<file path="src/rtl/seven_seg_pkg.sv">
// Shared types and the hex-to-segment table for the 7-segment scan driver.
// Segment bit order is {g,f,e,d,c,b,a}, active-high (lit = 1) inside the design.
package seven_seg_pkg;

   localparam int unsigned SEG_W = 7;

   typedef logic [SEG_W-1:0] seg_t;

   localparam seg_t SEG_OFF = 7'h00;

   // Hex glyphs 0-9, A, b, C, d, E, F.
   function automatic seg_t hex_to_seg(input logic [3:0] nib);
      seg_t s;
      case (nib)
         4'h0:    s = 7'h3F;
         4'h1:    s = 7'h06;
         4'h2:    s = 7'h5B;
         4'h3:    s = 7'h4F;
         4'h4:    s = 7'h66;
         4'h5:    s = 7'h6D;
         4'h6:    s = 7'h7D;
         4'h7:    s = 7'h07;
         4'h8:    s = 7'h7F;
         4'h9:    s = 7'h6F;
         4'hA:    s = 7'h77;
         4'hB:    s = 7'h7C;
         4'hC:    s = 7'h39;
         4'hD:    s = 7'h5E;
         4'hE:    s = 7'h79;
         4'hF:    s = 7'h71;
         default: s = SEG_OFF;
      endcase
      return s;
   endfunction

endpackage

</file>
<file path="src/rtl/seven_seg_hex_decode.sv">
// Combinational nibble -> active-high segment pattern.
//   nibble_i : hex value 0-F
//   seg_o    : {g,f,e,d,c,b,a}, 1 = lit
module seven_seg_hex_decode
   import seven_seg_pkg::*;
(
   input  logic [3:0] nibble_i,
   output seg_t       seg_o
);

   assign seg_o = hex_to_seg(nibble_i);

endmodule

</file>
<file path="src/rtl/seven_seg_scan_driver.sv">
// Time-multiplexed driver for NUM_DIGITS 7-segment digits with double-buffered data,
// per-digit blanking and one dead cycle at the start of every slot to avoid ghosting.
// All outputs are registered (one cycle behind the prescaler/index state).
//   clk        : system clock, rising edge
//   rst_n      : asynchronous reset, active low
//   load       : 1-cycle strobe capturing digits_in/blank_in into the shadow buffer
//   digits_in  : nibble k = hex value of digit k
//   blank_in   : bit k = 1 blanks digit k
//   dim_duty   : (only with SEVEN_SEG_DIM_EN) dig_en asserted while pwm count <= dim_duty
//   seg        : {g,f,e,d,c,b,a} at pin polarity
//   dig_en     : one-hot digit select at pin polarity
//   frame_done : 1-cycle pulse after the last slot of a frame ends
// Optional feature macro: SEVEN_SEG_DIM_EN (PWM dimming of dig_en).
module seven_seg_scan_driver
   import seven_seg_pkg::*;
#(
   parameter int unsigned NUM_DIGITS     = 4,
   parameter int unsigned CLK_DIV        = 1000,
   parameter bit          ACTIVE_LOW_SEG = 1'b0,
   parameter bit          ACTIVE_LOW_DIG = 1'b1
) (
   input  logic                    clk,
   input  logic                    rst_n,
   input  logic                    load,
   input  logic [4*NUM_DIGITS-1:0] digits_in,
   input  logic [NUM_DIGITS-1:0]   blank_in,
`ifdef SEVEN_SEG_DIM_EN
   input  logic [2:0]              dim_duty,
`endif
   output logic [SEG_W-1:0]        seg,
   output logic [NUM_DIGITS-1:0]   dig_en,
   output logic                    frame_done
);

   localparam int unsigned PreW = $clog2(CLK_DIV);
   localparam int unsigned IdxW = $clog2(NUM_DIGITS);
   localparam logic [PreW-1:0] PreLast = PreW'(CLK_DIV - 1);
   localparam logic [IdxW-1:0] IdxLast = IdxW'(NUM_DIGITS - 1);
   localparam seg_t SegPinMask = {SEG_W{ACTIVE_LOW_SEG}};
   localparam logic [NUM_DIGITS-1:0] DigPinMask = {NUM_DIGITS{ACTIVE_LOW_DIG}};

   logic [PreW-1:0] presc_q, presc_d;
   logic [IdxW-1:0] idx_q, idx_d;
   logic [NUM_DIGITS-1:0][3:0] shadow_q, shadow_d, active_q, active_d;
   logic [NUM_DIGITS-1:0] shadow_blank_q, shadow_blank_d, active_blank_q, active_blank_d;
   logic pending_q, pending_d;
   seg_t seg_q, seg_d;
   logic [NUM_DIGITS-1:0] dig_q, dig_d;
   logic frame_done_q;

   logic slot_end, frame_end, slot_live, dig_gate;
   logic [3:0] cur_nibble;
   seg_t dec_seg;
   logic [NUM_DIGITS-1:0] dig_sel;

`ifdef SEVEN_SEG_DIM_EN
   logic [2:0] pwm_q;
   assign dig_gate = (pwm_q <= dim_duty);
`else
   assign dig_gate = 1'b1;
`endif

   assign cur_nibble = active_q[idx_q];

   seven_seg_hex_decode u_hex_decode (
      .nibble_i (cur_nibble),
      .seg_o    (dec_seg)
   );

   always_comb begin
      slot_end  = (presc_q == PreLast);
      frame_end = slot_end && (idx_q == IdxLast);
      presc_d   = slot_end ? '0 : presc_q + 1'b1;
      idx_d     = idx_q;
      if (slot_end) begin
         idx_d = (idx_q == IdxLast) ? '0 : idx_q + 1'b1;
      end

      shadow_d       = shadow_q;
      shadow_blank_d = shadow_blank_q;
      active_d       = active_q;
      active_blank_d = active_blank_q;
      pending_d      = pending_q;
      if (load && frame_end) begin
         // Load on the boundary bypasses the shadow wait and lands directly in active.
         shadow_d       = digits_in;
         shadow_blank_d = blank_in;
         active_d       = digits_in;
         active_blank_d = blank_in;
         pending_d      = 1'b0;
      end else if (load) begin
         shadow_d       = digits_in;
         shadow_blank_d = blank_in;
         pending_d      = 1'b1;
      end else if (frame_end && pending_q) begin
         active_d       = shadow_q;
         active_blank_d = shadow_blank_q;
         pending_d      = 1'b0;
      end

      // Prescaler 0 is the dead cycle: everything dark while the digit select changes.
      slot_live = (presc_q != '0);
      dig_sel   = '0;
      dig_sel[idx_q] = 1'b1;
      seg_d = (slot_live && !active_blank_q[idx_q]) ? dec_seg : SEG_OFF;
      dig_d = (slot_live && dig_gate) ? dig_sel : '0;
   end

   always_ff @(posedge clk or negedge rst_n) begin
      if (!rst_n) begin
         presc_q        <= '0;
         idx_q          <= '0;
         shadow_q       <= '0;
         active_q       <= '0;
         shadow_blank_q <= '1;
         active_blank_q <= '1;
         pending_q      <= 1'b0;
         seg_q          <= SEG_OFF ^ SegPinMask;
         dig_q          <= DigPinMask;
         frame_done_q   <= 1'b0;
      end else begin
         presc_q        <= presc_d;
         idx_q          <= idx_d;
         shadow_q       <= shadow_d;
         active_q       <= active_d;
         shadow_blank_q <= shadow_blank_d;
         active_blank_q <= active_blank_d;
         pending_q      <= pending_d;
         seg_q          <= seg_d ^ SegPinMask;
         dig_q          <= dig_d ^ DigPinMask;
         frame_done_q   <= frame_end;
      end
   end

`ifdef SEVEN_SEG_DIM_EN
   always_ff @(posedge clk or negedge rst_n) begin
      if (!rst_n) begin
         pwm_q <= '0;
      end else begin
         pwm_q <= pwm_q + 3'd1;
      end
   end
`endif

   assign seg        = seg_q;
   assign dig_en     = dig_q;
   assign frame_done = frame_done_q;

endmodule
</file>
<file path="config.mk">
export PLATFORM = sky130hd
export DESIGN_NAME = seven_seg_scan_driver
export DESIGN_NICKNAME = d
export VERILOG_FILES = /design/src/rtl/seven_seg_pkg.sv /design/src/rtl/seven_seg_hex_decode.sv /design/src/rtl/seven_seg_scan_driver.sv
export SDC_FILE = /design/constraint.sdc
export NUM_CORES = 1
export LEC_CHECK = 0
export BUFFER_PORTS_ARGS = -buffer_cell sky130_fd_sc_hd__buf_4
export CORE_ASPECT_RATIO = 0.75
export CORE_MARGIN = 1
export CORE_UTILIZATION = 35
export CTS_BUF_LIST = sky130_fd_sc_hd__clkbuf_8
export DETAILED_ROUTE_END_ITERATION = 16
export HOLD_SLACK_MARGIN = 0.03
export SLEW_MARGIN = 25
export SYNTH_ARGS = -nofsm -noshare
export SYNTH_HDL_FRONTEND = slang
export SYNTH_SLANG_ARGS = --single-unit
</file>
<file path="constraint.sdc">
create_clock -name clk -period 2.8 [get_ports clk]
set_input_delay 0.28 -clock clk [delete_from_list [all_inputs] [get_ports clk]]
set_output_delay 0.28 -clock clk [all_outputs]
set_load 0.02 [all_outputs]
</file>
# Yosys cells after proc, flatten, opt, wreduce, memory -nomap -nowiden
# Memory sizes are Yosys's and may differ from the RTL's.
# Index checks and enable logic that the tools add are counted.
# totals
ff_bits	65
mem_count	1
out_inout_bits	12
rom_bits	112
in_bits	23
elab_cells	59
# memory_table
name	words	width	read_ports	rd_ports_with_merged_regs	wr	line_no	source
(no name shown)	16	7	1	0	0	seven_seg_pkg.sv:14	case (nib)
# classes
muxes	23
reduce_logical	11
eq_ne	3
bitwise_logic	1
addsub	2
n_lt_le_gt_ge	2
# ops
operator	n
16-bit 2-to-1 mux	5
4-bit 2-to-1 mux	7
10-bit by 1-bit adder with 10-bit output (second input constant)	1
10-bit equality test (second input constant)	1
10-bit 2-to-1 mux	1
10-bit nonzero test	1
4-bit binary-select mux with 2-bit select	1
7-bit 2-to-1 mux	1
1-bit logical AND	5
1-bit 2-to-1 mux	5
4-bit inverter	1
2-bit nonzero test	2
2-bit by 3-bit < comparator with 1-bit output (second input constant)	1
3-bit nonzero test	1
2-bit by 1-bit adder with 2-bit output (second input constant)	1
1-bit binary-select mux with 2-bit select	1
1-bit demux with 2-bit select	1
2-bit equality test (second input constant)	1
2-bit by 1-bit >= comparator with 1-bit output (second input constant)	1
2-bit 2-to-1 mux	1
2-bit by 1-bit != test with 1-bit output (second input constant)	1
2-bit AND reduction	1
1-bit zero test	1

# Depth between registers and ports, before layout
# Gate-level depths: netlist of run 1.
# depth
depth_word	6
depth_mapped	7
mapped_depth_nobuf	6

# Cells and area by module
# A second synthesis of run 1 with hierarchy kept.
# unflattened
cells_unflattened	242
hier_area_um2	3180.6
# by_module_without_submodules
module	area_each_um2	cells_per_inst	seq_area_each_um2	instances
seven_seg_scan_driver	2892.8	209	1641.6	1
seven_seg_hex_decode	287.8	33	0.0	1

# Worst setup path before layout of run 1
# Ideal clock, no wire load.
# synth_path
path_type	reg-to-reg
start	register idx_q[0]
end	register seg_q[3], in the netlist seg[3]
stages_incl_launch_ff	8
period_less_slack_ns	1.891
t_arrival_ns	1.762
setup_slack_ns	0.909
path_cell_list	dfrtp_1 > buf_6 > mux4_2 > inv_1 > ha_1 > and2_1 > o21ai_0 > a21oi_1
# synth_between
elab_chain_len	5
word_cells_on_any_way	8
classes_between	mux (5); reduce/logical (2); memory (1)
# synth_lines
item	line_no	source
start: declaration	seven_seg_scan_driver.sv:43	logic [IdxW-1:0] idx_q, idx_d;
start signal: assignment	seven_seg_scan_driver.sv:123	idx_q <= idx_d;
branches (longest 4 deep; another with memory 16 x 7 bit)	--	
7-bit 2-to-1 mux (*)	seven_seg_scan_driver.sv:105	seg_d = (slot_live && !active_blank_q[idx_q]) ? dec_seg : SEG_OFF;
net seg_d[3]	seven_seg_scan_driver.sv:47	seg_t seg_q, seg_d;
end signal: assignment	seven_seg_scan_driver.sv:118	seg_q <= SEG_OFF ^ SegPinMask;
end signal: assignment	seven_seg_scan_driver.sv:129	seg_q <= seg_d ^ SegPinMask;
end: declaration	seven_seg_scan_driver.sv:47	
# Mark *: on every way through the listed nets, which the timed path passes. The select of a mux whose other input is x is not followed.
# A chain may end at the register's enable or synchronous reset.

# Worst setup path in the final report of run 1
# layout_path
start	register idx_q[0]
end	register seg_q[0], in the netlist seg[0]
# The elaborated chain is that of the path after synthesis.

==> metrics.csv, run 1 <==
stage;metric;value;unit
floorplan;initial core utilization;36.4;%
logic_synthesis;Synth cell types;44;
critical_path;slowest CP cell;mux4_2;
sta;Fmax;463;MHz
routing;DR iter-0 viols;87;
clock_tree;CTS tree;done;
final_layout;Storage cell area;1640;µm²
final_layout;area added between synthesis and finish;19.0;%
logic_synthesis;top cells by area in the synthesized netlist;dfrtp_1 43%, dfstp_2 10%, mux2_2 8.7%, ha_1 4.8%, mux2_4 4.8%;
logic_synthesis;share of the synthesized area in the top cell type;42.8;%
sta;Period minus WS final;2160;ps
sta;crit share post-route;77.2;%
power;maximum VDD drop;0.249;mV
final_layout;net count of the finished layout;308;
power;leak pwr;1.73;nW
place;DPL Wire Length;3810;µm
sta;Clock Skew;8.00;ps
global_route;GRT Residual Overflow;0;
global_route;maximum number of pins on one net before global-route repair;66;
final_layout;# diodes;0;
global_route;vias in the first global route;1835;
status;status;finished, final reports clean;
critical_path;Startpoint Class;register;
routing;Detailed Routing Iterations Pass 1;5;
clock_tree;CTS H-tree lvls;3;
critical_path;Max FO, Critical Path;8;
clock_tree;Reg clk slew, reported paths;70;ps
critical_path;Crit path required time;3020;ps
clock_tree;# hold bufs at CTS;0;
logic_synthesis;post-synthesis sequential area ratio;52.9;%
sta;Max-slew headroom;44.9;%
logic_synthesis;Synth area leader;dfrtp_1;
routing;post-route ant nets;0;
sta;pin slew with the least headroom to its limit;826;ps
floorplan;height of the die;83.5;µm
critical_path;Arr. time, crit path;2380;ps
clock_tree;clk sinks;65;
floorplan;Die Area;9240;µm²
logic_synthesis;Post-synth ARST share;100;%
floorplan;number of top-level pins;35;
routing;vias after detailed routing;1866;
routing;vias per inst;4.83;
logic_synthesis;Synth Flop Type;dfrtp_1;
logic_synthesis;Synth Net Count;270;
critical_path;Setup CP Type;register to register;
logic_synthesis;Ys Warns;0;
critical_path;crit-path max cell delay;620;ps
place;Port-buffer cells;34;
power;pwr/cell area;561;nW/µm²
clock_tree;Num CTS Buffers;9;
clock_tree;post-CTS resize count;0;
logic_synthesis;Yosys reg bits;65;
final_layout;fillers;789;
place;routability cong.;0.840;
routing;WL per Instance;14.5;µm
final_layout;Util after Layout;43.3;%
routing;final wirelength;5580;µm
flow_run;Max-Cap Viols;0;
floorplan;Die X;111;µm
clock_tree;Max clock buf depth;2;
sta;RSZ-0062 raised after global routing;no;
critical_path;Worst Setup End Kind;register;
clock_tree;postcts setup bufs;0;
floorplan;Cell Rows;29;
global_route;global-route wire length before repair;9610;µm
floorplan;Core Box Area;8530;µm²
final_layout;multi-input logic area;1350;µm²
critical_path;crit-path cells;mux4_2 > inv_1 > ha_1 > nor2_1 > o311a_1;
logic_synthesis;Post-synth EDFFs;0;
routing;DR DRC count;0;
logic_synthesis;post-synthesis cell count;235;
sta;Hold Vio Cnt, Final;0;
logic_synthesis;mapped cell area;3100;µm²
clock_tree;Worst-Skew Late Latency;340;ps
hold_path;Hold WC Path Type;input port to async pin;
global_route;Global Route Usage Sum;13.3;%
sta;final setup TNS;0;ps
final_layout;layout cells sized above 1;42.4;%
logic_synthesis;synthesized area per cell;13.2;µm²
clock_tree;CTS root buf;clkbuf_8;
sta;final max-slew violation count;0;
global_route;initial antenna violation count;0;
sta;final setup fails;0;
==> registers in the layout (all words and copies together) (netlist names) <==
register	cells
active_blank_q	4
shadow_blank_q	4
dig_en	4
pending_q	1
active_q	16
idx_q	2
presc_q	10
seg	7
shadow_q	16
frame_done	1
==> cells in the mapped netlist (4+ instances only) <==
cell type and number:
inv_1 11, dfstp_2 12, o21ai_0 10, nand3_1 6, ha_1 12, dfrtp_1 53, mux2_4 10, xor2_1 6
nand2_1 16, buf_6 4, mux2_2 24, nor2_1 14, mux4_2 6, nor3_1 4
==> metrics by stage <==
step           setup WS [ps]  hold slack [ps]  instances  power [mW]  area, µm²
3_5_place_dp             648              434        370        1.09       3440
3_3_place_gp             715              427        370        1.09       3440
4_1_cts                  626             54.3        386        2.10       3690
2_1_floorplan            909            -15.6        235        1.03       3100
5_1_grt                  488             96.4        386        2.15       3690
6_report                 639             27.0        386        2.07       3690
==> worst max-delay path, delay by kind of cell, from the launching register on <==
family,cells,cell delay [ps]
multiplexers,1,620
buffers and inverters,1,150
flip-flops,1,590
adder cells (fa/ha/maj),1,300
AND/OR/NAND/NOR,1,80
AO/OA/AOI/OAI,1,300
==> final cells by class <==
cell class | instances | area share, %
multi-input combinational | 150 | 36.5
timing repair buffer | 35 | 7.12
clock inverter | 5 | 2.78
clock buffer | 11 | 4.10
inverter | 12 | 1.36
tap | 108 | 3.66
sequential | 65 | 44.5
==> power breakdown <==
part	internal (mW)	switching, mW
clock network	0.639	0.363
logic	0.0439	0.0456
registers	0.971	0.00620
==> kinds of logic after synthesis <==
group	count (synthesis)	synth area share [%]
AOI/OAI and AO/OA	27	6.09
xor gates and xnor gates	9	2.54
adders and majority gates	12	4.84
buffers and inverters	20	3.63
DFF	65	52.9
muxes	42	18.6
and+or+nand+nor	60	11.4
==> final timing paths <==
kind,startpoint,endpoint,slack (ps),depth (start not counted)
min reg2reg,shadow_q[13]$_DFFE_PN0P_,shadow_q[13]$_DFFE_PN0P_,500,1
max reg2reg,idx_q[0]$_DFFE_PN0N_,seg[0]$_DFF_PN0_,640,5
min in group clk,digits_in[2],shadow_q[2]$_DFFE_PN0P_,160,3
min,rst_n,shadow_q[7]$_DFFE_PN0P_,30,1
max in group asynchronous,rst_n,idx_q[1]$_DFFE_PN0N_,2230,1
max,idx_q[0]$_DFFE_PN0N_,seg[0]$_DFF_PN0_,640,5
==> routing by layer <==
metal	wire, µm	GRT usage, %	up-vias
met2	2160	17.0	51
met4	72	4.73	0
met1	3040	20.5	907
met5	0	0	-
met3	309	4.36	10
li1	-	-	898
==> cells in the final DEF, fill, tap and decap left out, types with 2 or more instances in the layout <==
cell	instances
clkbuf_8	11
nor3_1	4
mux2i_1	2
nor3b_1	2
mux2_2	24
nand3_1	6
xor2_1	6
a21oi_1	3
o21ai_0	10
dfrtp_1	53
xnor2_1	3
o221a_2	3
or3_1	2
a221oi_2	2
o21ai_1	2
mux4_2	6
buf_4	35
bufinv_16	3
a31oi_1	3
or2_2	3
mux2_4	10
nor2_1	14
dfstp_2	12
ha_1	12
inv_1	12
clkinv_4	2
nand2_1	16
No activity file was read; power rests on OpenSTA's default activity.
==> run 2, diff against run 1 <==
--- a/config.mk
+++ b/config.mk
@@ -5,6 +5,7 @@
 export SDC_FILE = /design/constraint.sdc
 export NUM_CORES = 1
 export LEC_CHECK = 0
+export ABC_AREA = 1
 export BUFFER_PORTS_ARGS = -buffer_cell sky130_fd_sc_hd__buf_4
 export CORE_ASPECT_RATIO = 0.75
 export CORE_MARGIN = 1
==> constraint.sdc (replaced) <==
create_clock -name clk -period 1.9 [get_ports clk]
set_input_delay 0.19 -clock clk [delete_from_list [all_inputs] [get_ports clk]]
set_output_delay 0.19 -clock clk [all_outputs]
set_load 0.02 [all_outputs]
==> run 2 against run 1 <==
Net effect: the flow now finishes with violations (design-rule violations); cell count up 40%; count of clock-buffer cells in the layout unchanged; fmax rose by 31%; first-iteration DRC count increased by 78%; critical path type unchanged; largest power group is now sequential cells; highest routed layer unchanged.
==> metrics.csv, run 2 <==
stage;metric;value;unit
critical_path;Reg2Reg Capture Point;seg[6]$_DFF_PN0_;
sta;Fmax;607;MHz
logic_synthesis;Post-synth ARST share;100;%
hold_path;Hold Crit Endpoint;shadow_q[10]$_DFFE_PN0P_;
floorplan;height of the die;84.0;µm
floorplan;Core Box Area;8560;µm²
routing;Detailed Routing Iterations Pass 1;10;
logic_synthesis;Synth Net Count;420;
sta;final setup fails;0;
global_route;initial antenna violation count;0;
critical_path;Crit path required time;2130;ps
clock_tree;Worst-Skew Late Latency;350;ps
sta;Hold Vio Cnt, Final;0;
clock_tree;Max clock buf depth;2;
final_layout;most common cell after layout, fill and taps aside;nand2_1;
place;routability cong.;0.845;
routing;post-route ant nets;0;
logic_synthesis;share of the synthesized area in the top cell type;42.2;%
clock_tree;Num CTS Buffers;9;
final_layout;fillers;882;
clock_tree;clk sinks;65;
clock_tree;Reg clk slew, reported paths;70;ps
logic_synthesis;post-synthesis cell count;385;
critical_path;Worst Setup End Kind;register;
critical_path;Reg2Reg Setup Slack;250;ps
clock_tree;CTS H-tree lvls;3;
floorplan;Die Area;9360;µm²
hold_path;Hold Path Cell Cnt;3;
floorplan;initial core utilization;36.7;%
routing;DR iter-0 viols;155;
critical_path;slowest CP cell;dfrtp_1;
final_layout;net count of the finished layout;464;
logic_synthesis;Synth area leader;dfrtp_1;
critical_path;crit-path cells;inv_2 > nand3_1 > nand2_1 > inv_1 > ha_1 > nand3_1 > a21oi_1 > nor2_1;
place;Port-buffer cells;34;
global_route;Global Route Usage Sum;16.0;%
sta;crit share post-route;86.7;%
final_layout;most frequent cells in the layout;154 x nand2_1, 53 x dfrtp_1, 41 x buf_4, 38 x inv_1, 34 x nor2_1;
logic_synthesis;synthesized area per cell;8.16;µm²
logic_synthesis;mapped cell area;3140;µm²
power;Seq pwr share;51.0;%
critical_path;r2r startpoint;idx_q[1]$_DFFE_PN0N_;
final_layout;largest registers;active_q: 16 flops, shadow_q: 16 flops, presc_q: 10 flops;
sta;Clock Skew;6.03;ps
sta;final max-slew violation count;0;
logic_synthesis;Ys Warns;0;
flow_run;Max-Cap Viols;0;
final_layout;area added between synthesis and finish;19.4;%
sta;pin slew with the least headroom to its limit;819;ps
final_layout;# diodes;0;
power;Switch Pwr;0.692;mW
logic_synthesis;post-synthesis sequential area ratio;52.3;%
critical_path;Setup CP Type;register to register;
power;clock power share;40.3;%
status;status;finished with violations;
place;DPL Wire Length;4580;µm
logic_synthesis;top cells by area in the synthesized netlist;dfrtp_1 42%, nand2_1 18%, dfstp_2 10%, ha_1 4.8%, inv_1 4.3%;
sta;Max-slew headroom;45.4;%
logic_synthesis;Post-synth EDFFs;0;
hold_path;Hold Crit Start;digits_in[10];
global_route;global-route wire length before repair;11800;µm
logic_synthesis;Synth cell types;25;
final_layout;multi-input logic area;1280;µm²
critical_path;Max FO, Critical Path;9;
routing;vias per inst;4.58;
power;maximum VDD drop;0.414;mV
final_layout;layout cells sized above 1;18.4;%
routing;vias after detailed routing;2480;
routing;WL per Instance;11.8;µm
final_layout;Storage cell area;1640;µm²
logic_synthesis;cell with the most instances after synthesis;nand2_1;
sta;Period minus WS final;1650;ps
final_layout;Util after Layout;43.8;%
routing;DR DRC count;2;
global_route;GRT Residual Overflow;0;
routing;final wirelength;6410;µm
sta;RSZ-0062 raised after global routing;no;
power;Int Pwr;2.22;mW
critical_path;Startpoint Class;register;
status;violated checks;design-rule violations;
floorplan;number of top-level pins;35;
logic_synthesis;Synth Flop Type;dfrtp_1;
sta;final setup TNS;0;ps
floorplan;Die X;111;µm
power;leak pwr;1.98;nW
critical_path;worst r2r path cells;8;
logic_synthesis;Commonest cells post-synth;154 x nand2_1, 53 x dfrtp_1, 36 x inv_1;
clock_tree;CTS tree;done;
floorplan;Cell Rows;29;
power;pwr/cell area;778;nW/µm²
critical_path;Arr. time, crit path;1880;ps
critical_path;crit-path max cell delay;520;ps
clock_tree;CTS root buf;clkbuf_8;
global_route;maximum number of pins on one net before global-route repair;66;
power;Comb power frac;8.6;%
logic_synthesis;Yosys reg bits;65;
place;placed cells;525;
final_layout;fin cells;542;
hold_path;Hold WC Path Type;input port to register;
global_route;vias in the first global route;2470;
critical_path;cell mode on critical path;nand3_1;
power;Sw Share;23.7;%
clock_tree;postcts setup bufs;0;
==> run 2: cell count changes in the layout (fill, tap and decap cells not counted), sizes merged, moves of 4 or more <==
cell	previous run	this run
a21oi	3	10
mux2	34	0
mux4	6	0
nor2	14	37
nand4	1	5
buf	35	42
nand3	6	26
inv	12	41
or2	4	0
nand2	17	157
xor2	6	1
==> run 2: cell families after synthesis <==
family                   Yosys count  share of synthesized area, %
AO/OA/AOI/OAI                     23                          3.71
XOR/XNOR                           1                         0.279
adder cells (fa/ha/maj)           12                          4.78
buffers and inverters             50                          6.85
flip-flops                        65                          52.3
AND/OR/NAND/NOR                  234                          32.1
==> run 2: stage by stage <==
stage	setup slack (ps)	power, mW	hold slack, ps	area, µm²
2_1_floorplan	283	1.65	-106	3140
6_report	253	2.92	62.5	3750
3_3_place_gp	296	1.76	334	3540
5_1_grt	18.2	3.07	60.5	3750
4_1_cts	201	2.97	45.4	3750
3_5_place_dp	221	1.77	342	3540
==> run 2: power groups by stage <==
| stage | registers [mW] | clock network (mW) | logic (mW) |
|---|---|---|---|
| 6_report | 1.49 | 1.18 | 0.252 |
| 5_1_grt | 1.50 | 1.28 | 0.294 |
| 4_1_cts | 1.49 | 1.22 | 0.258 |
| 3_5_place_dp | 1.51 | 0 | 0.256 |
| 3_3_place_gp | 1.51 | 0 | 0.250 |
| 2_1_floorplan | 1.52 | 0 | 0.125 |
==> run 2: critical path, delay by kind of cell, from the launching register on <==
| kind | cells | cell delay [ps] |
|---|---|---|
| AOI/OAI and AO/OA | 1 | 170 |
| adders and majority gates | 1 | 180 |
| DFF | 1 | 520 |
| and+or+nand+nor | 4 | 440 |
| buffers and inverters | 2 | 210 |
==> run 2: how the worst max path moves through the flow <==
| stage | depth (start not counted) | startpoint | to | slack (ps) |
|---|---|---|---|---|
| 3_3_place_gp | 9 | idx_q[0]$_DFFE_PN0N_ | seg[3]$_DFF_PN0_ | 300 |
| 3_5_place_dp | 8 | idx_q[0]$_DFFE_PN0N_ | seg[1]$_DFF_PN0_ | 220 |
| 5_1_grt | 9 | idx_q[0]$_DFFE_PN0N_ | seg[6]$_DFF_PN0_ | 20 |
| 2_1_floorplan | 9 | idx_q[0]$_DFFE_PN0N_ | seg[1]$_DFF_PN0_ | 280 |
| 4_1_cts | 9 | idx_q[0]$_DFFE_PN0N_ | seg[6]$_DFF_PN0_ | 200 |
| 6_report | 8 | idx_q[1]$_DFFE_PN0N_ | seg[6]$_DFF_PN0_ | 250 |
==> run 2: what timing repair did <==
action | 4_1_cts | 5_1_grt
hold buffers | 1 | 0
resized for setup | 0 | 1
endpoints found under the hold margin | 53 | 0
endpoints found under the setup margin | 0 | 4
==> run 2: area by class of cell <==
type	count	area share, %
Clock buffer	11	4.04
Clock inverter	5	1.30
Inverter	40	4.01
Multi-Input combinational cell	270	34.2
Sequential cell	65	43.8
Tap cell	108	3.60
Timing Repair Buffer	43	9.01
==> run 2: metal layers <==
layer  vias to the layer above  track usage [%]  share of wire (%)
met5                         -                0                  0
met4                         0             5.28                1.2
met3                         8             6.61                5.8
met2                        51             22.8                 43
met1                      1142             21.9                 50
li1                       1279                -                  -
==> run 3, diff against run 2 <==
--- a/config.mk
+++ b/config.mk
@@ -5,14 +5,13 @@
 export SDC_FILE = /design/constraint.sdc
 export NUM_CORES = 1
 export LEC_CHECK = 0
-export ABC_AREA = 1
 export BUFFER_PORTS_ARGS = -buffer_cell sky130_fd_sc_hd__buf_4
 export CORE_ASPECT_RATIO = 0.75
 export CORE_MARGIN = 1
 export CORE_UTILIZATION = 35
 export CTS_BUF_LIST = sky130_fd_sc_hd__clkbuf_8
 export DETAILED_ROUTE_END_ITERATION = 16
-export HOLD_SLACK_MARGIN = 0.03
+export HOLD_SLACK_MARGIN = 0.15
 export SLEW_MARGIN = 25
 export SYNTH_ARGS = -nofsm -noshare
 export SYNTH_HDL_FRONTEND = slang
==> run 3 against run 2 <==
Net effect: the run now ends clean; sequential power shrank 3%; first-iteration DRC count shrank 34%; utilization grew 4.3 points; wire length shrank 4.9%; worst hold slack gained 200 ps; global-route usage shrank 2.0 points; sequential cell count is the same; total power grew 0.59%; clock skew grew 6.5 ps; register-to-register slack lost 240 ps; non-clock buffer count grew 34; highest routed layer unchanged.
==> metrics.csv, run 3 (synthesis results as in run 1) <==
stage;metric;value;unit
sta;pin slew with the least headroom to its limit;487;ps
final_layout;Storage cell area;1640;µm²
sta;crit share post-route;99.3;%
floorplan;Cell Rows;29;
flow_run;Max-Cap Viols;0;
clock_tree;Max clock buf depth;2;
clock_tree;Reg clk slew, reported paths;80;ps
routing;DR DRC count;0;
final_layout;largest registers;active_q: 16 flops, shadow_q: 16 flops, presc_q: 10 flops;
floorplan;initial core utilization;36.4;%
clock_tree;CTS tree;done;
sta;Max-slew headroom;67.5;%
final_layout;# diodes;0;
status;status;finished, final reports clean;
hold_path;Hold WC Path Type;input port to register;
sta;final max-slew violation count;0;
place;Port-buffer cells;34;
final_layout;most common cell after layout, fill and taps aside;buf_4;
global_route;maximum number of pins on one net before global-route repair;38;
critical_path;Setup CP Type;register to register;
place;dpl ws;-17.5;ps
final_layout;most frequent cells in the layout;54 x buf_4, 53 x dfrtp_1, 24 x mux2_2, 21 x dlygate4sd3_1, 16 x nand2_1;
power;Power Total;2.93;mW
floorplan;height of the die;83.5;µm
critical_path;Worst Setup End Kind;register;
clock_tree;Num CTS Buffers;9;
routing;Detailed Routing Iterations Pass 1;4;
routing;WL per Instance;14.2;µm
routing;DR iter-0 viols;102;
sta;Fmax;530;MHz
power;pwr/cell area;715;nW/µm²
critical_path;Arr. time, crit path;2120;ps
place;DPL Wire Length;4070;µm
floorplan;Die Area;9240;µm²
sta;fin worst setup slack;14.0;ps
routing;post-route ant nets;0;
routing;vias after detailed routing;2049;
final_layout;Util after Layout;48.1;%
global_route;initial antenna violation count;0;
critical_path;Max FO, Critical Path;8;
sta;Period minus WS final;1890;ps
floorplan;Die X;111;µm
global_route;global-route wire length before repair;10100;µm
power;maximum VDD drop;0.364;mV
final_layout;area added between synthesis and finish;32.2;%
power;leak pwr;1.92;nW
final_layout;layout cells sized above 1;45.2;%
clock_tree;clk sinks;65;
clock_tree;CTS root buf;clkbuf_8;
sta;RSZ-0062 raised after global routing;yes;
sta;Clock Skew;12.5;ps
global_route;GRT Residual Overflow;0;
critical_path;Startpoint Class;register;
floorplan;number of top-level pins;35;
clock_tree;Worst-Skew Late Latency;350;ps
final_layout;multi-input logic area;1390;µm²
sta;final setup fails;0;
critical_path;Crit path required time;2130;ps
global_route;vias in the first global route;2018;
critical_path;Reg2Reg Setup Slack;10;ps
floorplan;Core Box Area;8530;µm²
final_layout;net count of the finished layout;351;
routing;final wirelength;6100;µm
routing;vias per inst;4.78;
sta;Hold Vio Cnt, Final;0;
place;routability cong.;0.840;
clock_tree;CTS H-tree lvls;3;
global_route;Global Route Usage Sum;14.1;%
final_layout;fillers;789;
-- run 3: changes by cell type in the layout (fill, tap and decap cells not counted), moves of 6 or more --
| cell | delta |
|---|---|
| mux4_2 | +6 |
| nand3_1 | -17 |
| inv_1 | -29 |
| buf_4 | +13 |
| mux2_4 | +10 |
| nor2_1 | -20 |
| dlygate4sd3_1 | +20 |
| nand2_1 | -138 |
| mux2_2 | +24 |
| a21oi_1 | -7 |
-- run 3: layout make-up --
| cell class | count | share of cell area (%) |
|---|---|---|
| Inverter | 12 | 1.22 |
| Tap cell | 108 | 3.30 |
| Clock inverter | 7 | 2.44 |
| Multi-Input combinational cell | 151 | 34.0 |
| Clock buffer | 9 | 3.02 |
| Sequential cell | 65 | 40.0 |
| Timing Repair Buffer | 77 | 16.0 |
-- run 3: critical path, cell delays in order, from the launching register on --
cell,delay [ps]
dfrtp_1,430
buf_4,200
mux4_2,650
clkinv_4,90
nor3_1,50
o311a_1,350
-- run 3: metal layers --
| metal | part of all wire (%) | global-route usage, % | wire (µm) | vias up |
|---|---|---|---|---|
| li1 | - | - | - | 995 |
| met4 | 1.3 | 5.45 | 79 | 0 |
| met2 | 41 | 19.0 | 2520 | 49 |
| met1 | 53 | 20.8 | 3220 | 994 |
| met3 | 4.5 | 4.36 | 276 | 11 |
| met5 | 0 | 0 | 0 | - |
-- run 3: path summary, 6_finish.rpt --
| kind | startpoint | depth (start not counted) | to |
|---|---|---|---|
| min | load | 3 | shadow_q[6]$_DFFE_PN0P_ |
| min in group asynchronous | rst_n | 2 | shadow_q[3]$_DFFE_PN0P_ |
| max | idx_q[0]$_DFFE_PN0N_ | 5 | seg[0]$_DFF_PN0_ |
| max in group asynchronous | rst_n | 3 | dig_en[1]$_DFF_PN1_ |
| max reg2reg | idx_q[0]$_DFFE_PN0N_ | 5 | seg[0]$_DFF_PN0_ |
| min reg2reg | shadow_q[9]$_DFFE_PN0P_ | 1 | shadow_q[9]$_DFFE_PN0P_ |
-- run 3: where the power goes --
group / switching (mW) / total [mW] / internal (mW)
logic: 0.0755 / 0.174 / 0.0983
clock network: 0.566 / 1.32 / 0.752
registers: 0.0100 / 1.44 / 1.43
-- run 3: metrics by stage --
step | setup TNS [ps] | cells | hold slack (ps) | cell area (µm²)
after floorplan | 0 | 235 | -106 | 3100
after detailed placement | -23.4 | 386 | 195 | 3570
after global placement | 0 | 386 | 193 | 3570
after CTS | -16.1 | 424 | 251 | 4010
final | 0 | 429 | 267 | 4100
after global routing | -28.3 | 429 | 290 | 4100
-- run 3: repair_timing --
action,CTS,global route
hold buffers,21,0
hold endpoints to repair,58,0
setup endpoints to repair,2,16
pin swaps,0,1
buffers inserted,1,4
gates cloned,0,1
gates resized for setup,0,7
